--- config.mk ---
export PLATFORM = sky130hd
export DESIGN_NAME = rr_arbiter_4
export DESIGN_NICKNAME = d
export VERILOG_FILES = /design/src/rtl/arb_pkg.sv /design/src/rtl/arb_onehot_enc.sv /design/src/rtl/rr_arbiter_4.sv
export SDC_FILE = /design/constraint.sdc
export NUM_CORES = 1
export LEC_CHECK = 0
export BUFFER_PORTS_ARGS = -buffer_cell sky130_fd_sc_hd__buf_4
export CAP_MARGIN = 20
export CORE_MARGIN = 4
export CORE_UTILIZATION = 40
export CTS_CLUSTER_DIAMETER = 200
export DETAILED_ROUTE_END_ITERATION = 8
export PLACE_DENSITY = 0.58
export SLEW_MARGIN = 0
export SYNTH_ARGS = -nofsm -noshare
export SYNTH_HDL_FRONTEND = slang
export SYNTH_SLANG_ARGS = --single-unit
--- constraint.sdc ---
create_clock -name clk -period 4.95 [get_ports clk]
set_clock_uncertainty 0.05 [all_clocks]
set_input_delay 0.99 -clock clk [delete_from_list [all_inputs] [get_ports clk]]
set_output_delay 0.99 -clock clk [all_outputs]
set_load 0.005 [all_outputs]
--- src/rtl/arb_pkg.sv ---
// Shared constants, state encoding and rotating-priority pick
// for the 4-way round-robin arbiter.
package arb_pkg;

  localparam int N_REQ = 4;
  localparam int IDX_W = 2;

  typedef enum logic {
    IDLE  = 1'b0,
    GRANT = 1'b1
  } state_e;

  localparam logic [IDX_W-1:0] RST_LAST_OWNER = 2'd3;

  // Nearest set bit after 'last', wrapping; 'last' itself is lowest.
  function automatic logic [N_REQ-1:0] rr_pick(
    input logic [N_REQ-1:0] req,
    input logic [IDX_W-1:0] last
  );
    logic [IDX_W-1:0] idx;
    rr_pick = '0;
    for (int k = N_REQ; k >= 1; k--) begin
      idx = last + IDX_W'(k);
      if (req[idx]) begin
        rr_pick = '0;
        rr_pick[idx] = 1'b1;
      end
    end
  endfunction

endpackage

--- src/rtl/arb_onehot_enc.sv ---
// One-hot to binary index encoder; zero input gives index 0.
module arb_onehot_enc
  import arb_pkg::*;
(
  input  logic [N_REQ-1:0] onehot_i,
  output logic [IDX_W-1:0] idx_o
);

  always_comb begin
    idx_o = '0;
    unique case (1'b1)
      onehot_i[0]: idx_o = 2'd0;
      onehot_i[1]: idx_o = 2'd1;
      onehot_i[2]: idx_o = 2'd2;
      onehot_i[3]: idx_o = 2'd3;
      default:     idx_o = 2'd0;
    endcase
  end

endmodule

--- src/rtl/rr_arbiter_4.sv ---
// Registered 4-way round-robin arbiter with hold-while-requesting.
// Optional hold timeout / preemption: define ARB_TIMEOUT_EN.
module rr_arbiter_4
  import arb_pkg::*;
#(
  parameter int unsigned MAX_HOLD = 8
) (
  input  logic             clk,
  input  logic             rst_n,
  input  logic [N_REQ-1:0] req,
  output logic [N_REQ-1:0] grant,
  output logic [IDX_W-1:0] grant_id,
  output logic             grant_valid
);

  if (MAX_HOLD < 2 || MAX_HOLD > 255) begin : g_bad_hold
    $error("MAX_HOLD out of range");
  end

  state_e           state_q, state_d;
  logic [N_REQ-1:0] grant_q, grant_d;
  logic [IDX_W-1:0] gid_q, gid_d;
  logic             gvld_q, gvld_d;
  logic [IDX_W-1:0] last_q, last_d;
  logic [N_REQ-1:0] others;
  logic             owner_req;
  logic             rearb;

`ifdef ARB_TIMEOUT_EN
  localparam logic [7:0] HOLD_LAST = 8'(MAX_HOLD - 1);
  logic [7:0] hold_q, hold_d;
`endif

  assign others    = req & ~grant_q;
  assign owner_req = |(req & grant_q);

  always_comb begin
    state_d = state_q;
    grant_d = grant_q;
    last_d  = last_q;
    rearb   = 1'b0;
`ifdef ARB_TIMEOUT_EN
    hold_d  = hold_q;
`endif
    unique case (state_q)
      IDLE: begin
        if (|req) begin
          grant_d = rr_pick(req, last_q);
          state_d = GRANT;
`ifdef ARB_TIMEOUT_EN
          hold_d  = '0;
`endif
        end
      end
      GRANT: begin
        if (!owner_req) begin
          rearb = 1'b1;
        end
`ifdef ARB_TIMEOUT_EN
        else if (hold_q == HOLD_LAST) begin
          rearb = |others;
        end else begin
          hold_d = hold_q + 8'd1;
        end
`endif
        if (rearb) begin
          last_d  = gid_q;
          grant_d = rr_pick(others, gid_q);
          state_d = (|others) ? GRANT : IDLE;
`ifdef ARB_TIMEOUT_EN
          hold_d  = '0;
`endif
        end
      end
      default: state_d = IDLE;
    endcase
  end

  arb_onehot_enc u_enc (
    .onehot_i (grant_d),
    .idx_o    (gid_d)
  );

  assign gvld_d = |grant_d;

  always_ff @(posedge clk or negedge rst_n) begin
    if (!rst_n) begin
      state_q <= IDLE;
      grant_q <= '0;
      gid_q   <= '0;
      gvld_q  <= 1'b0;
      last_q  <= RST_LAST_OWNER;
    end else begin
      state_q <= state_d;
      grant_q <= grant_d;
      gid_q   <= gid_d;
      gvld_q  <= gvld_d;
      last_q  <= last_d;
    end
  end

`ifdef ARB_TIMEOUT_EN
  always_ff @(posedge clk or negedge rst_n) begin
    if (!rst_n) begin
      hold_q <= '0;
    end else begin
      hold_q <= hold_d;
    end
  end
`endif

  assign grant       = grant_q;
  assign grant_id    = gid_q;
  assign grant_valid = gvld_q;

endmodule

==> results.cfg, run 1 <==
[floorplanning]
coreArea_mm2 = 0.00252
start_util_pct = 42.5
die_h_um = 59.7
fp-row-count = 18
die_area_mm2 = 0.00357
pin_count = 13
die_x_um = 59.7

[grt]
grt_antenna_before_repair = 0
grt_max_degree = 11
grt_overflow = 0
grtUsageTotal_pct = 15.5
grt_pass1_vias = 841
gr-max-usage-layer = met2
use_met1_pct = 22.6
use_met3_pct = 1.51
met2_usage_pct = 23.6
grt_pass1_wl_um = 4130

[setup_path]
critical_path_class = flop to flop
reg2reg_from = last_q[0]$_DFFE_PN1P_
path_buf_inv = 1
cp.required_ps = 5030
crit_chain = inv_1, ha_1, mux4_1, and2_1, a22o_1, a31oi_1, o31ai_1, or4b_1
worst_setup_path_start_kind = flop
cpLargestDelayFamily = simple AND/OR/NAND/NOR gates
worst_ep_arrival_time_ps = 3380
cp-startpoint = last_q[0]$_DFFE_PN1P_
timing.critical_path.fanout_max = 10
cp_slowest_stage_delay_ps = 670
critPathSlowestCell = mux4_1
crit_path_end_kind = flop

[timing]
hold_slack_ps = 489
report.final.slew_viol_count = 0
slew_headroom_pct = 59.3
period_share_pct = 66.7
min_period_ps = 3300
rsz0062_at_grt = false
max_freq_mhz = 303
final-setup-viol-count = 0
max_slew.worst_pin.slew_ps = 611
hold_violations = 0
setup_tns_ps = 0

[synthesis]
synth_compound_area_share_pct = 24.9
syn-mean-instance-area_um2 = 10.2
syn_inst = 105
ys_seq_area_share_pct = 23.6
synth_fa_ha_area_share_pct = 12.9
ys_types = 34
ys_warn_count = 0
yosysTopAreaCell = dfrtp_1
synth_area_leaders = dfrtp_1 (19%), ha_1 (13%), mux4_2 (11%)
syn-cell-area_mm2 = 0.00107
synthSimpleGateAreaFrac_pct = 15.9
synth_seq_cells = 10
synth.area.mux_share_pct = 18.9
synth_top_family_by_area = compound AO/OA/AOI/OAI gates
synth_top_area_share_pct = 18.7
synthXorXnorAreaFrac_pct = 0
synth_nets = 122

[status]
status = completed

[pwr]
powerDensity_mw_per_mm2 = 735
p_comb_share_pct = 70.6
ir_drop_uv = 435
switching_share_pct = 46.4
clkPwrFrac_pct = 7.7
p_int_w = 0.000485
p_leak_nw = 0.551
p_sw_w = 0.000420
seq_power_share_pct = 21.6

[clocking]
cts.sinks = 10
post-cts-setup-buffers = 0
clk_latency_ps = 260
post_cts_resized = 0
clockRootBuffer = clkbuf_4
hold_buffers = 0
cts_max_path_buffers = 2
cts_made_buffers = 3
clk_pin_slew_ps = 60
cts-htree-levels = 1
tritoncts = yes

[job]
drv_cap = 0

[cells_and_area]
syn_to_final_growth_pct = 15.0
diodes = 0
num-nets-final = 138
fin_cells = 150
final_common_cell = buf_4
layout_common_cells = buf_4 (12), ha_1 (11), inv_1 (10)
utilization_pct = 48.8
drive_gt1_share_pct = 23.3

[detailed_routing]
wl_per_cell_um = 17.3
ant_nets = 0
first_pass_iters = 4
vias = 942
drc = 0
routed_wirelength_um = 2600
viasPerCell = 6.28
drt_iter0_markers = 50

[placed_design]
gp_congestion = 0.910
dp_cells = 146
hpwl_um = 2110
port_buffers = 12

[min_path]
hold_class = input port to async pin
==> logic make-up after synthesis <==
family | count (synthesis)
simple gates | 29
buf+inv | 11
mux | 9
fa+ha+maj | 11
flops | 10
compound gates | 35
==> layer usage <==
| metal | part of all wire [%] | vias to the layer above |
|---|---|---|
| met3 | 8.4 | 2 |
| met5 | 0 | - |
| met1 | 44 | 449 |
| met2 | 47 | 45 |
| li1 | - | 446 |
| met4 | 0.65 | 0 |
==> power by group through the flow <==
stage	combinational [W]	clock, W	sequential, W
global route	0.000702	0.0000761	0.000205
CTS	0.000636	0.0000735	0.000195
finish	0.000639	0.0000697	0.000196
floorplan	0.000481	0	0.000175
global placement	0.000631	0	0.000196
detailed placement	0.000629	0	0.000197
==> per-stage QoR <==
stage / area [um^2] / power, W / setup slack [ps]
after floorplan: 1070 / 0.000657 / 1750
after global placement: 1190 / 0.000827 / 1400
after detailed placement: 1190 / 0.000826 / 1450
after CTS: 1230 / 0.000904 / 1650
after global routing: 1230 / 0.000984 / 1430
final: 1230 / 0.000905 / 1650
==> worst reg2reg max path: stages, from the launching register on <==
cell     delay, ps
dfstp_2        630
inv_1          110
ha_1           390
mux4_1         670
and2_1         210
a22o_1         230
a31oi_1        220
o31ai_1        180
or4b_1         500
==> state kept, by name, summed over array words and instances, names as in the netlist <==
| signal | flops |
|---|---|
| grant | 4 |
| grant_id | 2 |
| last_q | 2 |
| grant_valid | 1 |
| state_q | 1 |
==> cell usage after synthesis, drive strengths merged <==
library cell and number:
o31ai 2, a222oi 1, or4b 1, a221o 2, mux2 1, o221ai 2
clkbuf 1, or2b 1, nor2b 5, nand2 8, o211ai 1, dfrtp 8
a21oi 2, ha 11, or2 1, inv 10, nor2 3, a21o 1
o21ai 6, mux4 8, and2 1, nand2b 6, nor3 2, a22o 3
dfstp 2, a22oi 2, o211a 1, a31oi 2, o22ai 3, a211o 1
nor4 1, a221oi 6
==> cell type report <==
cell class	count	area, um^2
well taps	30	37.5
fillers	237	1290
clock buffers	4	36.3
multi-input cells	84	777
inverters	10	37.5
repair buffers	12	90.1
flip-flops and latches	10	253
==> path summary, 6_finish.rpt <==
check / endpoint / slack, ps / cells after the start
worst max-delay path: grant_valid$_DFF_PN0_ / 1650 / 8
worst max register to register: grant_valid$_DFF_PN0_ / 1650 / 8
max in group asynchronous: last_q[0]$_DFFE_PN1P_ / 4130 / 1
worst min register to register: last_q[1]$_DFFE_PN1P_ / 490 / 2
min in group clk: last_q[1]$_DFFE_PN1P_ / 490 / 2
worst min-delay path: grant_id[0]$_DFF_PN0_ / 490 / 1
Note: power is estimated with default switching activity, not from simulation.
==> run 2, diff against run 1 <==
Settings changed: PLACE_DENSITY 0.58 to 0.61.
Clock period 4.95 ns to 3 ns, I/O delays scaled along.
==> results.cfg, run 2 (synthesis results as in run 1) <==
[status]
status = completed

[floorplanning]
die_x_um = 59.7
die_area_mm2 = 0.00357
die_h_um = 59.7
coreArea_mm2 = 0.00252
pin_count = 13
fp-row-count = 18
start_util_pct = 42.5

[placed_design]
gp_congestion = 0.932
dpl_cell_area_mm2 = 0.00127
port_buffers = 12
hpwl_um = 2240
dp_slack_ps = 53.7

[cells_and_area]
syn_to_final_growth_pct = 27.0
stdcell_area_mm2 = 0.00136
largest_reg_flops = 4
num-nets-final = 148
drive_gt1_share_pct = 36.9
diodes = 0
layout_common_cells = buf_4 (22), ha_1 (10), inv_1 (9)
utilization_pct = 53.9
final_common_cell = buf_4

[detailed_routing]
wl_per_cell_um = 18.5
first_pass_iters = 4
vias = 1033
drc = 0
ant_nets = 0
drt_iter0_markers = 49
viasPerCell = 6.46
routed_wirelength_um = 2950

[clocking]
tritoncts = yes
cts.sinks = 10
cts-htree-levels = 1
cts_max_path_buffers = 2
clk_latency_ps = 270
clockRootBuffer = clkbuf_4
hold_buffers = 0
cts_made_buffers = 3
clk_pin_slew_ps = 80

[grt]
grtUsageTotal_pct = 17.6
grt_antenna_before_repair = 0
grt_max_degree = 11
grt_pass1_vias = 985
grt_pass1_wl_um = 4720
grt_overflow = 0

[setup_path]
rrSetupSlack_ps = 60
cp.required_ps = 3080
worst_setup_path_start_kind = flop
timing.critical_path.fanout_max = 5
worst_ep_arrival_time_ps = 3020
crit_path_end_kind = flop
critical_path_class = flop to flop

[pwr]
finalPower_w = 0.00177
powerDensity_mw_per_mm2 = 1300
ir_drop_uv = 731
p_leak_nw = 0.604

[timing]
report.final.slew_viol_count = 0
max_freq_mhz = 340
max_slew.worst_pin.slew_ps = 532
final-setup-viol-count = 0
slew_headroom_pct = 64.2
setup_slack_ps = 62.1
period_share_pct = 97.9
min_period_ps = 2940
rsz0062_at_grt = false
setup_tns_ps = 0
hold_violations = 0

[min_path]
hold_class = input port to async pin

[job]
drv_cap = 0
[run 2: changes by cell type in the layout (fill, tap and decap cells not counted), sizes merged]
cell	previous run	this run
buf	12	22
[run 2: layout make-up]
type	count	area, um^2
Fill cell	233	1160
Sequential cell	10	253
Clock buffer	4	36.3
Inverter	10	37.5
Multi-Input combinational cell	84	831
Tap cell	30	37.5
Timing Repair Buffer	22	165
[run 2: path summary, 6_finish.rpt]
| check | startpoint | to | cells past startpoint |
|---|---|---|---|
| min | rst_n | grant_id[0]$_DFF_PN0_ | 1 |
| max reg2reg | last_q[1]$_DFFE_PN1P_ | grant_valid$_DFF_PN0_ | 8 |
| max | last_q[1]$_DFFE_PN1P_ | grant_valid$_DFF_PN0_ | 8 |
| min in group clk | last_q[1]$_DFFE_PN1P_ | last_q[1]$_DFFE_PN1P_ | 2 |
| min reg2reg | last_q[1]$_DFFE_PN1P_ | last_q[1]$_DFFE_PN1P_ | 2 |
| max in group asynchronous | rst_n | last_q[1]$_DFFE_PN1P_ | 1 |
[run 2: per-stage QoR]
step,instances,hold slack (ps)
finish,160,92.6
global route,160,90.5
CTS,159,94.2
detailed placement,155,384
global placement,155,382
floorplan,105,254
[run 2: worst max-delay path, stage by stage, from the launching register on]
cell and delay (ps):
dfstp_2 580, inv_2 70, ha_4 290, mux4_2 550, and2_1 200, a22o_1 230, a31oi_1 190, o31ai_1 140
or4b_4 520
[run 2: power by group]
group | switching (W) | total [W] | leakage (nW) | internal (W)
sequential | 0.0000641 | 0.000275 | 0.112 | 0.000211
clock | 0.0000489 | 0.000122 | 0.0210 | 0.0000736
combinational | 0.000698 | 0.00137 | 0.471 | 0.000670
total | 0.000811 | 0.00177 | 0.604 | 0.000955
[run 2: routing by layer]
layer | vias up | global-route usage, % | share of wire [%]
li1 | 466 | - | -
met1 | 499 | 25.7 | 42
met2 | 58 | 26.2 | 46
met3 | 10 | 1.94 | 8.7
met4 | 0 | 7.28 | 3.0
met5 | - | 0 | 0
[run 2: repair_timing]
item | in CTS | in global routing
endpoints found under the setup margin | 0 | 1
resized for setup | 0 | 9
setup buffers | 0 | 1
==> run 3, diff against run 2 <==
Settings changed: CORE_UTILIZATION 40 to 54, CTS_BUF_LIST set to sky130_fd_sc_hd__clkbuf_4, PLACE_DENSITY 0.61 to 0.78, SETUP_SLACK_MARGIN set to 0.1.
==> results.cfg, run 3 (synthesis results as in run 1) <==
[detailed_routing]
dr_wl_met2_um = 1310
wl_met3_um = 149
top_layer_used = met4
ant_nets = 0
routed_wirelength_um = 2760
wl_per_cell_um = 17.7
viasPerCell = 6.49
drt-met1-wl_um = 1250
first_pass_iters = 4
vias = 1013
drt_iter0_markers = 30
drc = 0

[timing]
max_slew.worst_pin.slew_ps = 623
report.final.slew_viol_count = 0
period_share_pct = 94.2
slew_headroom_pct = 58.5
final-setup-viol-count = 0
rsz0062_at_grt = false
setup_slack_ps = 173
min_period_ps = 2830
setup_tns_ps = 0
hold_violations = 0
max_freq_mhz = 354

[clocking]
cts.sinks = 10
clk_latency_ps = 270
clockRootBuffer = clkbuf_4
hold_buffers = 0
cts-htree-levels = 1
tritoncts = yes
cts_max_path_buffers = 2
clk_pin_slew_ps = 60
cts_made_buffers = 3

[setup_path]
critical_path_class = flop to flop
cp.required_ps = 3090
worst_ep_arrival_time_ps = 2910
reg2reg_depth = 8
timing.critical_path.fanout_max = 5
crit_path_end_kind = flop
worst_setup_path_start_kind = flop

[placed_design]
port_buffers = 12
hpwl_um = 2100
dp_slack_ps = 41.9
gp_congestion = 0.896

[grt]
grt_max_degree = 11
grt_antenna_before_repair = 0
grtUsageTotal_pct = 22.3
grt_pass1_vias = 888
grt_pass1_wl_um = 4480
grt_overflow = 0

[cells_and_area]
diodes = 0
final_common_cell = buf_4
layout_common_cells = buf_4 (23), inv_1 (10), ha_1 (10)
num-nets-final = 149
drive_gt1_share_pct = 38.2
largest_reg_flops = 4
syn_to_final_growth_pct = 26.1

[min_path]
hold_class = input port to async pin

[floorplanning]
die_area_mm2 = 0.00276
pin_count = 13
die_h_um = 52.5
die_x_um = 52.5
start_util_pct = 59.4
coreArea_mm2 = 0.00180
fp-row-count = 15

[pwr]
p_leak_nw = 0.609
powerDensity_mw_per_mm2 = 1280
ir_drop_uv = 748

[status]
status = completed

[job]
drv_cap = 0
run 3: cell types whose count changed in the layout (fill, tap and decap cells not counted), sizes merged:
cell,before,now
buf,22,23
run 3: layout make-up:
class | count | area, um^2
fillers | 138 | 452
inverters | 10 | 37.5
repair buffers | 23 | 173
flip-flops and latches | 10 | 253
well taps | 25 | 31.3
multi-input cells | 84 | 826
clock buffers | 4 | 30.0
run 3: final timing paths:
path	slack (ps)	start	to
worst max-delay path	170	last_q[0]$_DFFE_PN1P_	grant_valid$_DFF_PN0_
worst min-delay path	90	rst_n	grant_id[1]$_DFF_PN0_
worst max register to register	170	last_q[0]$_DFFE_PN1P_	grant_valid$_DFF_PN0_
worst min register to register	600	last_q[1]$_DFFE_PN1P_	last_q[1]$_DFFE_PN1P_
max in group asynchronous	2580	rst_n	last_q[0]$_DFFE_PN1P_
min in group clk	600	last_q[1]$_DFFE_PN1P_	last_q[1]$_DFFE_PN1P_
run 3: layer usage:
metal / vias up / GRT usage (%)
li1: 467 / -
met1: 514 / 33.8
met2: 27 / 33.1
met3: 5 / 1.99
met4: 0 / 7.66
met5: - / 0
run 3: what timing repair did:
item                                    in CTS  in global routing
gates cloned                                 0                  0
buffers inserted                             1                  2
pin swaps                                    0                  5
resized for setup                            2                  3
endpoints found under the setup margin       1                  1
run 3: stage by stage:
stage	std cells	hold WS (ps)	instance area, um^2	utilization (%)	total power (W)
after CTS	154	91.3	1320	73.1	0.00164
final	156	94.0	1350	74.9	0.00173
after floorplan	105	254	1100	-	0.00116
after global placement	149	378	1270	70.4	0.00147
after detailed placement	149	379	1270	70.4	0.00150
after global routing	156	86.9	1350	74.9	0.00187
run 3: worst max-delay path, cell delays in order (launching register included):
cell and delay, ps:
dfstp_2 520, inv_1 80, ha_4 310, mux4_2 530, and2_4 170, a22o_1 230, a31oi_2 160, o31ai_2 120
or4b_1 520
run 3: power by group:
part	leakage (nW)	total [W]	internal [W]	switching [W]
logic	0.479	0.00136	0.000675	0.000690
clock network	0.0184	0.000103	0.0000603	0.0000427
registers	0.112	0.000266	0.000211	0.0000557
